`src/rtl/ascon_aead128_ctrl.sv`:
```
// Ascon-AEAD128 encryption sequencer: drives data_path selects/enables and round index, arbitrates AD/PT/CT/tag handshakes.
// Latency: 12 cycles start->first step, B_ROUNDS cycles per AD/data block, 12 cycles last step->tag.
// Backpressure: *_LAST and TAG states hold every output stable until their handshake fires; no output register.
module ascon_aead128_ctrl #(
  parameter int A_ROUNDS = 12,
  parameter int B_ROUNDS = 8
) (
  input  logic       clk,
  input  logic       rst,
  input  logic       start,
  input  logic       has_ad,
  input  logic       ad_valid,
  input  logic       ad_last,
  output logic       ad_ready,
  input  logic       db_valid,
  input  logic       db_last,
  output logic       db_ready,
  output logic       ct_valid,
  input  logic       ct_ready,
  output logic       tag_valid,
  input  logic       tag_ready,
  output logic       busy,
  output logic       done,
  output logic [3:0] rnd,
  output logic       en_internal,
  output logic       en_new_key,
  output logic       sel_state,
  output logic       sel_din,
  output logic       sel_dout,
  output logic       sel_xor_data,
  output logic [1:0] sel_xor_key,
  output logic       end_ad
);

  localparam logic [3:0] A_START = 4'(12 - A_ROUNDS);
  localparam logic [3:0] B_START = 4'(12 - B_ROUNDS);
  localparam logic [3:0] RND_LAST = 4'd11;

  typedef enum logic [3:0] {
    S_IDLE, S_INIT, S_INIT_LAST, S_AD, S_AD_LAST,
    S_DATA, S_DATA_LAST, S_FINAL, S_TAG
  } state_t;

  state_t     state_q, state_d;
  logic [3:0] rnd_q, rnd_d;
  logic       ad_pend_q, ad_pend_d;

  always_ff @(posedge clk or posedge rst) begin
    if (rst) begin
      state_q   <= S_IDLE;
      rnd_q     <= 4'd0;
      ad_pend_q <= 1'b0;
    end else begin
      state_q   <= state_d;
      rnd_q     <= rnd_d;
      ad_pend_q <= ad_pend_d;
    end
  end

  assign busy = (state_q != S_IDLE);

  always_comb begin
    state_d      = state_q;
    rnd_d        = rnd_q;
    ad_pend_d    = ad_pend_q;
    ad_ready     = 1'b0;
    db_ready     = 1'b0;
    ct_valid     = 1'b0;
    tag_valid    = 1'b0;
    done         = 1'b0;
    rnd          = 4'd0;
    en_internal  = 1'b0;
    en_new_key   = 1'b0;
    sel_state    = 1'b0;
    sel_din      = 1'b0;
    sel_dout     = 1'b0;
    sel_xor_data = 1'b0;
    sel_xor_key  = 2'b00;
    end_ad       = 1'b0;

    unique case (state_q)
      S_IDLE: begin
        // rst gating keeps every output low while reset is asserted
        if (start && !rst) begin
          sel_state   = 1'b1;
          en_internal = 1'b1;
          en_new_key  = 1'b1;
          ad_pend_d   = has_ad;
          rnd_d       = A_START;
          state_d     = S_INIT;
        end
      end

      S_INIT, S_AD, S_DATA, S_FINAL: begin
        en_internal = 1'b1;
        rnd         = rnd_q;
        rnd_d       = rnd_q + 4'd1;
        if (rnd_q == 4'd10) begin
          unique case (state_q)
            S_INIT:  state_d = S_INIT_LAST;
            S_AD:    state_d = S_AD_LAST;
            S_DATA:  state_d = S_DATA_LAST;
            default: state_d = S_TAG;
          endcase
        end
      end

      S_INIT_LAST, S_AD_LAST, S_DATA_LAST: begin
        // final round of the permutation merged with the next block's absorption
        rnd            = RND_LAST;
        sel_xor_data   = 1'b1;
        sel_xor_key[0] = (state_q == S_INIT_LAST);
        if (ad_pend_q) begin
          sel_din     = 1'b0;
          ad_ready    = ad_valid;
          en_internal = ad_valid;
          if (ad_valid) begin
            if (ad_last) ad_pend_d = 1'b0;
            rnd_d   = B_START;
            state_d = S_AD;
          end
        end else begin
          sel_din        = 1'b1;
          db_ready       = ct_ready;
          ct_valid       = db_valid;
          sel_xor_key[1] = db_valid && db_last;
          end_ad         = (state_q != S_DATA_LAST);
          en_internal    = db_valid && ct_ready;
          if (db_valid && ct_ready) begin
            if (db_last) begin
              rnd_d   = A_START;
              state_d = S_FINAL;
            end else begin
              rnd_d   = B_START;
              state_d = S_DATA;
            end
          end
        end
      end

      S_TAG: begin
        tag_valid   = 1'b1;
        sel_dout    = 1'b1;
        sel_xor_key = 2'b01;
        rnd         = RND_LAST;
        if (tag_ready) begin
          done    = 1'b1;
          rnd_d   = 4'd0;
          state_d = S_IDLE;
        end
      end

      default: state_d = S_IDLE;
    endcase
  end

endmodule

```
`config.mk`:
```
export PLATFORM = sky130hd
export DESIGN_NAME = ascon_aead128_ctrl
export DESIGN_NICKNAME = d
export VERILOG_FILES = /design/src/rtl/ascon_aead128_ctrl.sv
export SDC_FILE = /design/constraint.sdc
export NUM_CORES = 1
export LEC_CHECK = 0
export CORE_ASPECT_RATIO = 1.25
export CORE_MARGIN = 8
export CORE_UTILIZATION = 35
export DETAILED_ROUTE_END_ITERATION = 12
export DONT_BUFFER_PORTS = 1
export PLACE_DENSITY = 0.6
export SYNTH_ARGS = -nofsm -noshare
export SYNTH_HDL_FRONTEND = slang
export SYNTH_SLANG_ARGS = --single-unit
```
`constraint.sdc`:
```
create_clock -name clk -period 2.4 [get_ports clk]
set_input_delay 0.48 -clock clk [delete_from_list [all_inputs] [get_ports clk]]
set_output_delay 0.48 -clock clk [all_outputs]
set_load 0.005 [all_outputs]
```
==> metrics.md, run 1 <==
| Metric | Value |
|---|---|
| Tightest Pin Transition | roughly 440 ps |
| Sequential cell area | approximately 230 um^2 |
| CP required | approximately 1900 ps |
| Wire length per cell | between 15 and 20 um |
| Post-synth EDFFs | 0 |
| Input/output buffers | 0 |
| PostCTS Resize Cnt | 0 |
| I/O pin count | 29 |
| Die height | 71.2 um |
| Die area | 4280 um^2 |
| Total chip power | approximately 1.2 mW |
| WS Path Type | reg2out |
| DR pass1 iterations | 4 |
| Setup TNS | 0 ps |
| Slew headroom | 0.704 |
| Worst flop-to-flop path endpoint | state_q[3] |
| GRT busiest layer | met2 |
| R2R depth | 4 |
| Pin count of the biggest net entering global routing | 13 |
| Critical path launch point type | flip-flop |
| Met3 Use GR | 0.0454 |
| Post-CTS setup buffers | 0 |
| Async SR Flop Fraction | 1.00 |
| Critical path fanouts, max | 10 |
| Start of the worst register-to-register path | state_q[3] |
| Area occupied by multi-input gates | 548 um^2 |
| # Max-Cap Violations | 0 |
| CTS Sinks | 9 |
| Vias per Instance | approximately 5.7 |
| Final worst slack | 164 ps |
| Die Span X | approximately 60 um |
| Root buffer cell | clkbuf_4 |
| Clk buf depth | 2 |
| Overflow after GRT | 0 |
| Hold Crit Class | in2async |
| Seq/Total Area, Yosys | 0.264 |
| Post-DRT Antenna Nets | 0 |
| Routing usage on met2 | 0.174 |
| Final hold vios | 0 |
| Core Box Area | approximately 2400 um^2 |
| Top cell type's share of synthesized area | 0.264 |
| Top_reg_cell synth | dfrtp_1 |
| Synth warnings | 0 |
| Power per cell area | between 1000 and 1500 nW/um^2 |
| Psw | 0.602 mW |
| Initial Util | 0.358 |
| Top post-synthesis cells by count | dfrtp_1 (9), a21oi_1 (6), nor2_1 (6) |
| RSZ-0062 raised after global routing | no |
| Clk pwr share | 0.099 |
| Hold Buf Count CTS | 0 |
| Cell Rows | 20 |
| Syn Nets | approximately 110 |
| CTS tree | built |
| GRT met1 Usage | 0.125 |
| First-pass GRT wire length | approximately 3600 um |
| Number of fill cells | 260 |
| Layout cell share with drive strength beyond 1 | 0.229 |
| Period utilisation layout | 0.932 |
| Post-Synthesis Cell Area | ~850 um^2 |
| Drc violations | 0 |
| Cell Int Power | roughly 0.63 mW |
| Final HPWL DP | roughly 1800 um |
| Max frequency | 447 MHz |
| Outcome | completed |
| Reg-to-reg slack, setup | 510 ps |
| H-tree depth | 1 |
| Via Count | ~730 |
| Combinational Power Share | 0.638 |
| Worst Skew | around 4.6 ps |
| Vias in the first global route | 752 |
| Total CTS buffers | 3 |
| Worst EP arrival | around 1800 ps |
| Number of diodes | 0 |
| NumNets Final | ~110 |
| Area grow syn2layout | 4.55% |
| Clk slew on worst S/H paths | ~70 ps |
| Period minus WS final | 2240 ps |
| Synth Register Bits | 9 |
| Worst-case vdd ir drop | approximately 0.57 mV |
| Synth cell types | about 40 |
| DRT iter0 DRCs | 17 |
| Worst-skew pair later-pin latency | ~270 ps |
| Initial antenna violation count | 0 |
| Final wirelength | about 2200 um |
| Endpoint type of the worst setup path | primary output |
| Sequential power share | 0.263 |
| Routability Congestion | 0.809 |
| Synth Area per Inst | 8.88 um^2 |
| Synth Instances | 96 |
| Global router's overall resource usage | 0.109 |
| Hold_ws | roughly 63 ps |
| Placement Setup Slack | 375 ps |
| Synth area leader | dfrtp_1 |
| Switching share of power | 0.487 |
| Top cells by area, synth | dfrtp_1 (26%), buf_6 (4.0%), o41ai_2 (3.8%) |
| Count leader, synth | dfrtp_1 |
| Pleak | 0.390 nW |
| Max-slew violations | 0 |
| # setup viols final | 0 |
layout by cell type, fill, tap and decap left out, drive strengths merged, types with 4 or more instances in the layout:
| cell type | count |
|---|---|
| inv | 5 |
| dfrtp | 9 |
| buf | 4 |
| and2 | 4 |
| o21ai | 4 |
| nor3 | 6 |
| a21oi | 6 |
| nand2b | 6 |
| nor2 | 7 |
critical path: stages, from the launching register on:
cell and delay, ps:
dfrtp_1 500, or4_1 590, nor2_1 140, nor3_1 70, a21oi_1 190
final cells by class:
type / count / area share
multi-input combinational: 74 / 0.615
sequential: 9 / 0.253
tap: 33 / 0.0463
timing repair buffer: 4 / 0.0337
clock buffer: 3 / 0.0253
inverter: 5 / 0.0211
clock inverter: 1 / 0.00562
worst max-delay path by stage:
stage / from / end / slack, ps
floorplan: state_q[1] / en_internal / 350
global placement: state_q[3] / en_internal / 390
detailed placement: state_q[3] / en_internal / 370
CTS: state_q[3] / en_internal / 70
global route: state_q[1] / en_internal / 60
finish: state_q[1] / en_internal / 160
registers in the layout (all words and copies together), names as in the netlist:
| register | cells |
|---|---|
| ad_pend_q | 1 |
| state_q | 4 |
| rnd_q | 4 |
routing by layer:
metal	share of wire	wire [um]
met1	0.43	932
met2	0.48	1040
met3	0.077	166
met4	0.013	29
met5	0	0
logic make-up (layout without fill, tap and decap cells):
logic type / count (synthesis) / in the layout / share of synthesized area
simple gates: 40 / 40 / 0.300
compound gates: 30 / 30 / 0.282
buf+inv: 13 / 13 / 0.101
flops: 9 / 9 / 0.264
fa+ha+maj: 2 / 2 / 0.0294
xor+xnor: 1 / 1 / 0.0103
mux: 1 / 1 / 0.0132
through the flow:
step / cell area [um^2] / instances / util
2_1_floorplan: 852 / 96 / -
3_3_place_gp: 856 / 125 / 0.360
3_5_place_dp: 856 / 125 / 0.360
4_1_cts: 883 / 129 / 0.372
5_1_grt: 891 / 129 / 0.375
6_report: 891 / 129 / 0.375
power groups by stage:
stage | clock, mW | sequential [mW] | combinational [mW]
finish | 0.123 | 0.325 | 0.788
global route | 0.137 | 0.336 | 0.880
CTS | 0.127 | 0.323 | 0.782
detailed placement | 0 | 0.326 | 0.779
global placement | 0 | 0.324 | 0.769
floorplan | 0 | 0.278 | 0.687
No activity file was read; power rests on OpenSTA's default activity.
==> run 2: changes to the inputs <==
--- a/config.mk
+++ b/config.mk
@@ -6,7 +6,7 @@
 export NUM_CORES = 1
 export LEC_CHECK = 0
 export CORE_ASPECT_RATIO = 1.25
-export CORE_MARGIN = 8
+export CORE_MARGIN = 4
 export CORE_UTILIZATION = 35
 export DETAILED_ROUTE_END_ITERATION = 12
 export DONT_BUFFER_PORTS = 1
==> run 2 against run 1 <==
  * Clock power about the same
  * Global-route usage is 3.6 points higher
  * Die area fell by 23%
  * Count of clock-buffer cells in the layout up 1
  * Critical path type unchanged
  * Clock skew grew 2.6 ps
  * Register-to-register slack better by 30 ps
  * Combinational power decreased by 3.3%
  * Cell count shrank 1.6%
==> metrics.md, run 2 (synthesis gave the netlist of run 1 again) <==
| Metric | Value |
|---|---|
| Outcome | completed |
| # Max-Cap Violations | 0 |
| DRT iter0 DRCs | 32 |
| Drc violations | 0 |
| Worst EP arrival | about 1800 ps |
| CP Launch Point | state_q[1] |
| Via Count | 742 |
| Final HPWL DP | about 1700 um |
| Critical path fanouts, max | 10 |
| Most common cell after layout, fill and taps aside | dfrtp_1 |
| Worst-skew pair later-pin latency | around 270 ps |
| Wire length per cell | approximately 17 um |
| Pleak | just under 0.4 nW |
| CTS tree | built |
| Power per cell area | roughly 1400 nW/um^2 |
| Slew headroom | 0.729 |
| Initial antenna violation count | 0 |
| Overflow after GRT | 0 |
| # setup viols final | 0 |
| RSZ-0062 raised after global routing | no |
| Core Box Area | 2260 um^2 |
| Max frequency | approximately 440 MHz |
| Final wirelength | around 2200 um |
| Routability Congestion | about 0.84 |
| Tightest Pin Transition | ~400 ps |
| NumNets Final | 109 |
| Start of the worst register-to-register path | state_q[0] |
| I/O pin count | 29 |
| Area grow syn2layout | 4.26% |
| Worst-case vdd ir drop | 0.611 mV |
| WS Path Type | reg2out |
| Worst Skew | ~7 ps |
| Hold_ws | between 60 and 70 ps |
| Biggest registers after layout | rnd_q x4, state_q x4, ad_pend_q x1 |
| CP required | 1920 ps |
| Setup TNS | 0 ps |
| Input/output buffers | 0 |
| WP buf/inv | 0 |
| Post-DRT Antenna Nets | 0 |
| Clk buf depth | 2 |
| Number of diodes | 0 |
| Area occupied by multi-input gates | 548 um^2 |
| Pin count of the biggest net entering global routing | 15 |
| Clk slew on worst S/H paths | approximately 70 ps |
| Period minus WS final | between 2000 and 2500 ps |
| PostCTS Resize Cnt | 0 |
| Hold Crit Class | in2async |
| Cell Rows | 19 |
| Core Util, Final | 0.393 |
| Global router's overall resource usage | 0.145 |
| Die area | between 3000 and 4000 um^2 |
| Max-slew violations | 0 |
| First-pass GRT wire length | between 3000 and 4000 um |
| Endpoint type of the worst setup path | primary output |
| Critical path launch point type | flip-flop |
| DR pass1 iterations | 4 |
| Sequential cell area | between 200 and 250 um^2 |
| Final hold vios | 0 |
| Number of fill cells | between 200 and 250 |
| Post-CTS setup buffers | 0 |
| Period utilisation layout | 0.943 |
| Initial Util | 0.377 |
| Die Span X | roughly 52 um |
| Die height | about 63 um |
| CP max stage delay | roughly 570 ps |
| Layout cell share with drive strength beyond 1 | 0.229 |
| Total CTS buffers | 3 |
| Crit path cell chain | or4_1 -> nor2_1 -> nor3_1 -> a21oi_1 |
| Hold Buf Count CTS | 0 |
| Vias per Instance | just under 6 |
| Critical path's top delay family | simple AND/OR/NAND/NOR gates |
| Root buffer cell | clkbuf_4 |
| H-tree depth | 1 |
| Vias in the first global route | about 740 |
| Slowest-stage cell, CP | or4_1 |
| Commonest non-fill, non-tap cells in the layout | dfrtp_1 (8), nor2_1 (6), a21oi_1 (6), nand2b_1 (5), inv_1 (5) |
| CTS Sinks | 9 |
-- run 2: final timing paths --
| kind | to | slack, ps | cells after the start |
|---|---|---|---|
| min | ad_pend_q | 60 | 1 |
| max reg2reg | state_q[1] | 540 | 4 |
| max in group asynchronous | state_q[1] | 2040 | 1 |
| max | en_internal | 140 | 4 |
| min reg2reg | rnd_q[3] | 540 | 1 |
| min in group clk | state_q[3] | 290 | 1 |
-- run 2: area by class of cell --
| type | count | share of cell area |
|---|---|---|
| timing repair buffer | 4 | 0.0338 |
| clock buffer | 4 | 0.0296 |
| multi-input combinational | 74 | 0.617 |
| tap | 31 | 0.0437 |
| sequential | 9 | 0.255 |
| inverter | 5 | 0.0211 |
-- run 2: metal layers --
metal	wire length (um)	track usage
met1	893	0.186
met2	1000	0.203
met3	201	0.0519
met4	67	0.0895
met5	0	0
-- run 2: report_power, final --
| group | leakage (nW) | internal [mW] | switching, mW |
|---|---|---|---|
| combinational | 0.258 | 0.343 | 0.419 |
| clock | 0.0150 | 0.0644 | 0.0598 |
| sequential | 0.113 | 0.221 | 0.126 |
-- run 2: through the flow --
| step | instance area, um^2 | instances | power [mW] | setup slack (ps) |
|---|---|---|---|---|
| after detailed placement | 853 | 123 | 1.09 | 356 |
| after global routing | 888 | 127 | 1.35 | 50.4 |
| after global placement | 853 | 123 | 1.08 | 378 |
| after CTS | 880 | 127 | 1.23 | 30.5 |
| after floorplan | 852 | 96 | 0.965 | 345 |
| final | 888 | 127 | 1.23 | 137 |
==> run 3: changes to the inputs <==
--- a/config.mk
+++ b/config.mk
@@ -5,11 +5,13 @@
 export SDC_FILE = /design/constraint.sdc
 export NUM_CORES = 1
 export LEC_CHECK = 0
+export ABC_AREA = 1
 export CORE_ASPECT_RATIO = 1.25
 export CORE_MARGIN = 4
 export CORE_UTILIZATION = 35
 export DETAILED_ROUTE_END_ITERATION = 12
 export DONT_BUFFER_PORTS = 1
+export GPL_ROUTABILITY_DRIVEN = 0
 export PLACE_DENSITY = 0.6
 export SYNTH_ARGS = -nofsm -noshare
 export SYNTH_HDL_FRONTEND = slang
==> run 3 against run 2 <==
  * Sequential cell count unchanged
  * Non-clock buffer count decreased by 3
  * Register-to-register slack improved by 430 ps
  * Largest cell class unchanged
==> metrics.md, run 3 <==
| Metric | Value |
|---|---|
| Psw | roughly 0.60 mW |
| WS Path Type | reg2out |
| Critical path launch point type | flip-flop |
| Critical path's top delay family | simple AND/OR/NAND/NOR gates |
| Tightest Pin Transition | around 330 ps |
| Commonest non-fill, non-tap cells in the layout | nand2_1 (25), inv_1 (16), dfrtp_1 (9), nor2_1 (7) |
| Total CTS buffers | 3 |
| GRT met1 Usage | 0.142 |
| NumNets Final | between 100 and 150 |
| Vias in the first global route | between 700 and 800 |
| Initial antenna violation count | 0 |
| Switching share of power | 0.540 |
| Post-DRT Antenna Nets | 0 |
| Period minus WS final | ~2000 ps |
| Synth cell types | 25 |
| Layout cell share with drive strength beyond 1 | 0.212 |
| # Max-Cap Violations | 0 |
| Cell Rows | 19 |
| Wire length per cell | about 13 um |
| PostCTS Resize Cnt | 0 |
| Clk slew on worst S/H paths | approximately 70 ps |
| Initial Util | 0.370 |
| Slew headroom | 0.778 |
| Slowest-stage cell, CP | dfrtp_1 |
| H-tree depth | 1 |
| Top_reg_cell synth | dfrtp_1 |
| Critical path depth in cells | 5 |
| Die Span X | around 51 um |
| Post-CTS setup buffers | 0 |
| Synth Instances | 115 |
| Pin count of the biggest net entering global routing | 11 |
| Pleak | 0.503 nW |
| Sequential power share | 0.276 |
| Die height | between 60 and 70 um |
| DR pass1 iterations | 4 |
| Period utilisation layout | 0.844 |
| Endpoint type of the worst setup path | primary output |
| Hold Crit Class | in2async |
| I/O pin count | 29 |
| CP max stage delay | 430 ps |
| R2R depth | 6 |
| Count leader, synth | nand2_1 |
| First-pass GRT wire length | 3170 um |
| CTS tree | built |
| Routing usage on met2 | 0.236 |
| GRT busiest layer | met2 |
| Area grow syn2layout | 7.19% |
| Top post-synthesis cells by count | nand2_1 (25), inv_1 (16), dfrtp_1 (9) |
| Placed insts | 145 |
| Top cell type's share of synthesized area | 0.275 |
| Async SR Flop Fraction | 1.00 |
| Max frequency | roughly 500 MHz |
| Max-slew violations | 0 |
| CTS Sinks | 9 |
| Final hold vios | 0 |
| Post-Synthesis Cell Area | around 820 um^2 |
| Clk buf depth | 2 |
| Synth warnings | 0 |
| WP buf/inv | 1 |
| Final wirelength | 1970 um |
| Core Box Area | roughly 2200 um^2 |
| Clk pwr share | 0.107 |
| Synth Area per Inst | 7.12 um^2 |
| Global router's overall resource usage | 0.137 |
| Vias per Instance | ~5.1 |
| Synth area leader | dfrtp_1 |
| Drc violations | 0 |
| Worst-skew pair later-pin latency | roughly 270 ps |
| Worst EP arrival | 1540 ps |
| Final HPWL DP | between 1500 and 2000 um |
| Most common cell after layout, fill and taps aside | nand2_1 |
| Total chip power | 1.12 mW |
| Power per cell area | about 1300 nW/um^2 |
| Syn Nets | ~130 |
| DRT iter0 DRCs | 15 |
| Non-filler cells, final | about 150 |
| Input/output buffers | 0 |
| Top cells by area, synth | dfrtp_1 (28%), nand2_1 (11%), inv_1 (7.3%) |
| Number of diodes | 0 |
| Via Count | 758 |
| Outcome | completed |
| RSZ-0062 raised after global routing | no |
| Seq/Total Area, Yosys | 0.275 |
| Combinational Power Share | 0.617 |
| Worst Skew | between 9 and 10 ps |
| Critical path fanouts, max | 10 |
| Setup TNS | 0 ps |
| Worst-case vdd ir drop | 0.484 mV |
| Met3 Use GR | 0.0382 |
| Cell Int Power | between 0.5 and 0.6 mW |
| CP required | between 1500 and 2000 ps |
| Synth Register Bits | 9 |
| Post-synth EDFFs | 0 |
| Crit path cell chain | inv_1 -> nand2_2 -> nor2_8 -> nand2_1 -> a21oi_1 |
| Hold Buf Count CTS | 0 |
| # setup viols final | 0 |
| Root buffer cell | clkbuf_4 |
| Die area | between 3000 and 4000 um^2 |
| Biggest registers after layout | rnd_q x4, state_q x4, ad_pend_q x1 |
| Overflow after GRT | 0 |
[run 3: changes by cell type in the layout (fill, tap and decap cells not counted), sizes merged, moves of 3 or more]
cell / before / now
nand2b: 6 / 0
nand2: 3 / 31
nand4: 0 / 5
buf: 4 / 1
nor3: 6 / 1
o21bai: 0 / 4
and2: 4 / 0
o22ai: 3 / 0
nand3: 2 / 10
o21ai: 4 / 8
inv: 5 / 19
nor2: 7 / 13
[run 3: cell families after synthesis]
| logic type | Yosys count | share of synthesized area |
|---|---|---|
| AO/OA/AOI/OAI | 20 | 0.141 |
| adder cells (fa/ha/maj) | 2 | 0.0306 |
| buffers and inverters | 21 | 0.106 |
| flip-flops | 9 | 0.275 |
| AND/OR/NAND/NOR | 63 | 0.448 |
[run 3: final cells by class]
type                    count  area, um^2
clock buffers               3        22.5
flip-flops and latches      9         225
multi-input cells          85         507
clock inverters             1        5.00
well taps                  31        38.8
repair buffers              1        7.51
inverters                  19        71.3
fillers                   241        1330
[run 3: worst paths after layout]
path,slack (ps),end,startpoint
worst max-delay path,380,end_ad,state_q[0]
worst min-delay path,170,state_q[0],rst
worst max register to register,970,rnd_q[1],state_q[1]
worst min register to register,630,ad_pend_q,ad_pend_q
max in group asynchronous,2090,ad_pend_q,rst
min in group clk,410,ad_pend_q,has_ad
[run 3: per-stage QoR]
step / hold slack, ps / utilization / instance area [um^2] / setup slack [ps]
2_1_floorplan: 324 / - / 818 / 796
3_3_place_gp: 472 / 0.384 / 850 / 675
3_5_place_dp: 469 / 0.384 / 850 / 651
4_1_cts: 174 / 0.397 / 877 / 351
5_1_grt: 193 / 0.397 / 877 / 231
6_report: 168 / 0.397 / 877 / 375
[run 3: routing by layer]
layer  part of all wire  routed length (um)
met1               0.39                 778
met2               0.48                 954
met3              0.072                 142
met4              0.050                  98
met5                  0                   0
[run 3: power groups by stage]
stage / logic [mW] / clock network (mW) / registers (mW)
after floorplan: 0.577 / 0 / 0.289
after global placement: 0.685 / 0 / 0.308
after detailed placement: 0.696 / 0 / 0.310
after CTS: 0.701 / 0.124 / 0.307
after global routing: 0.791 / 0.131 / 0.322
final: 0.688 / 0.120 / 0.308
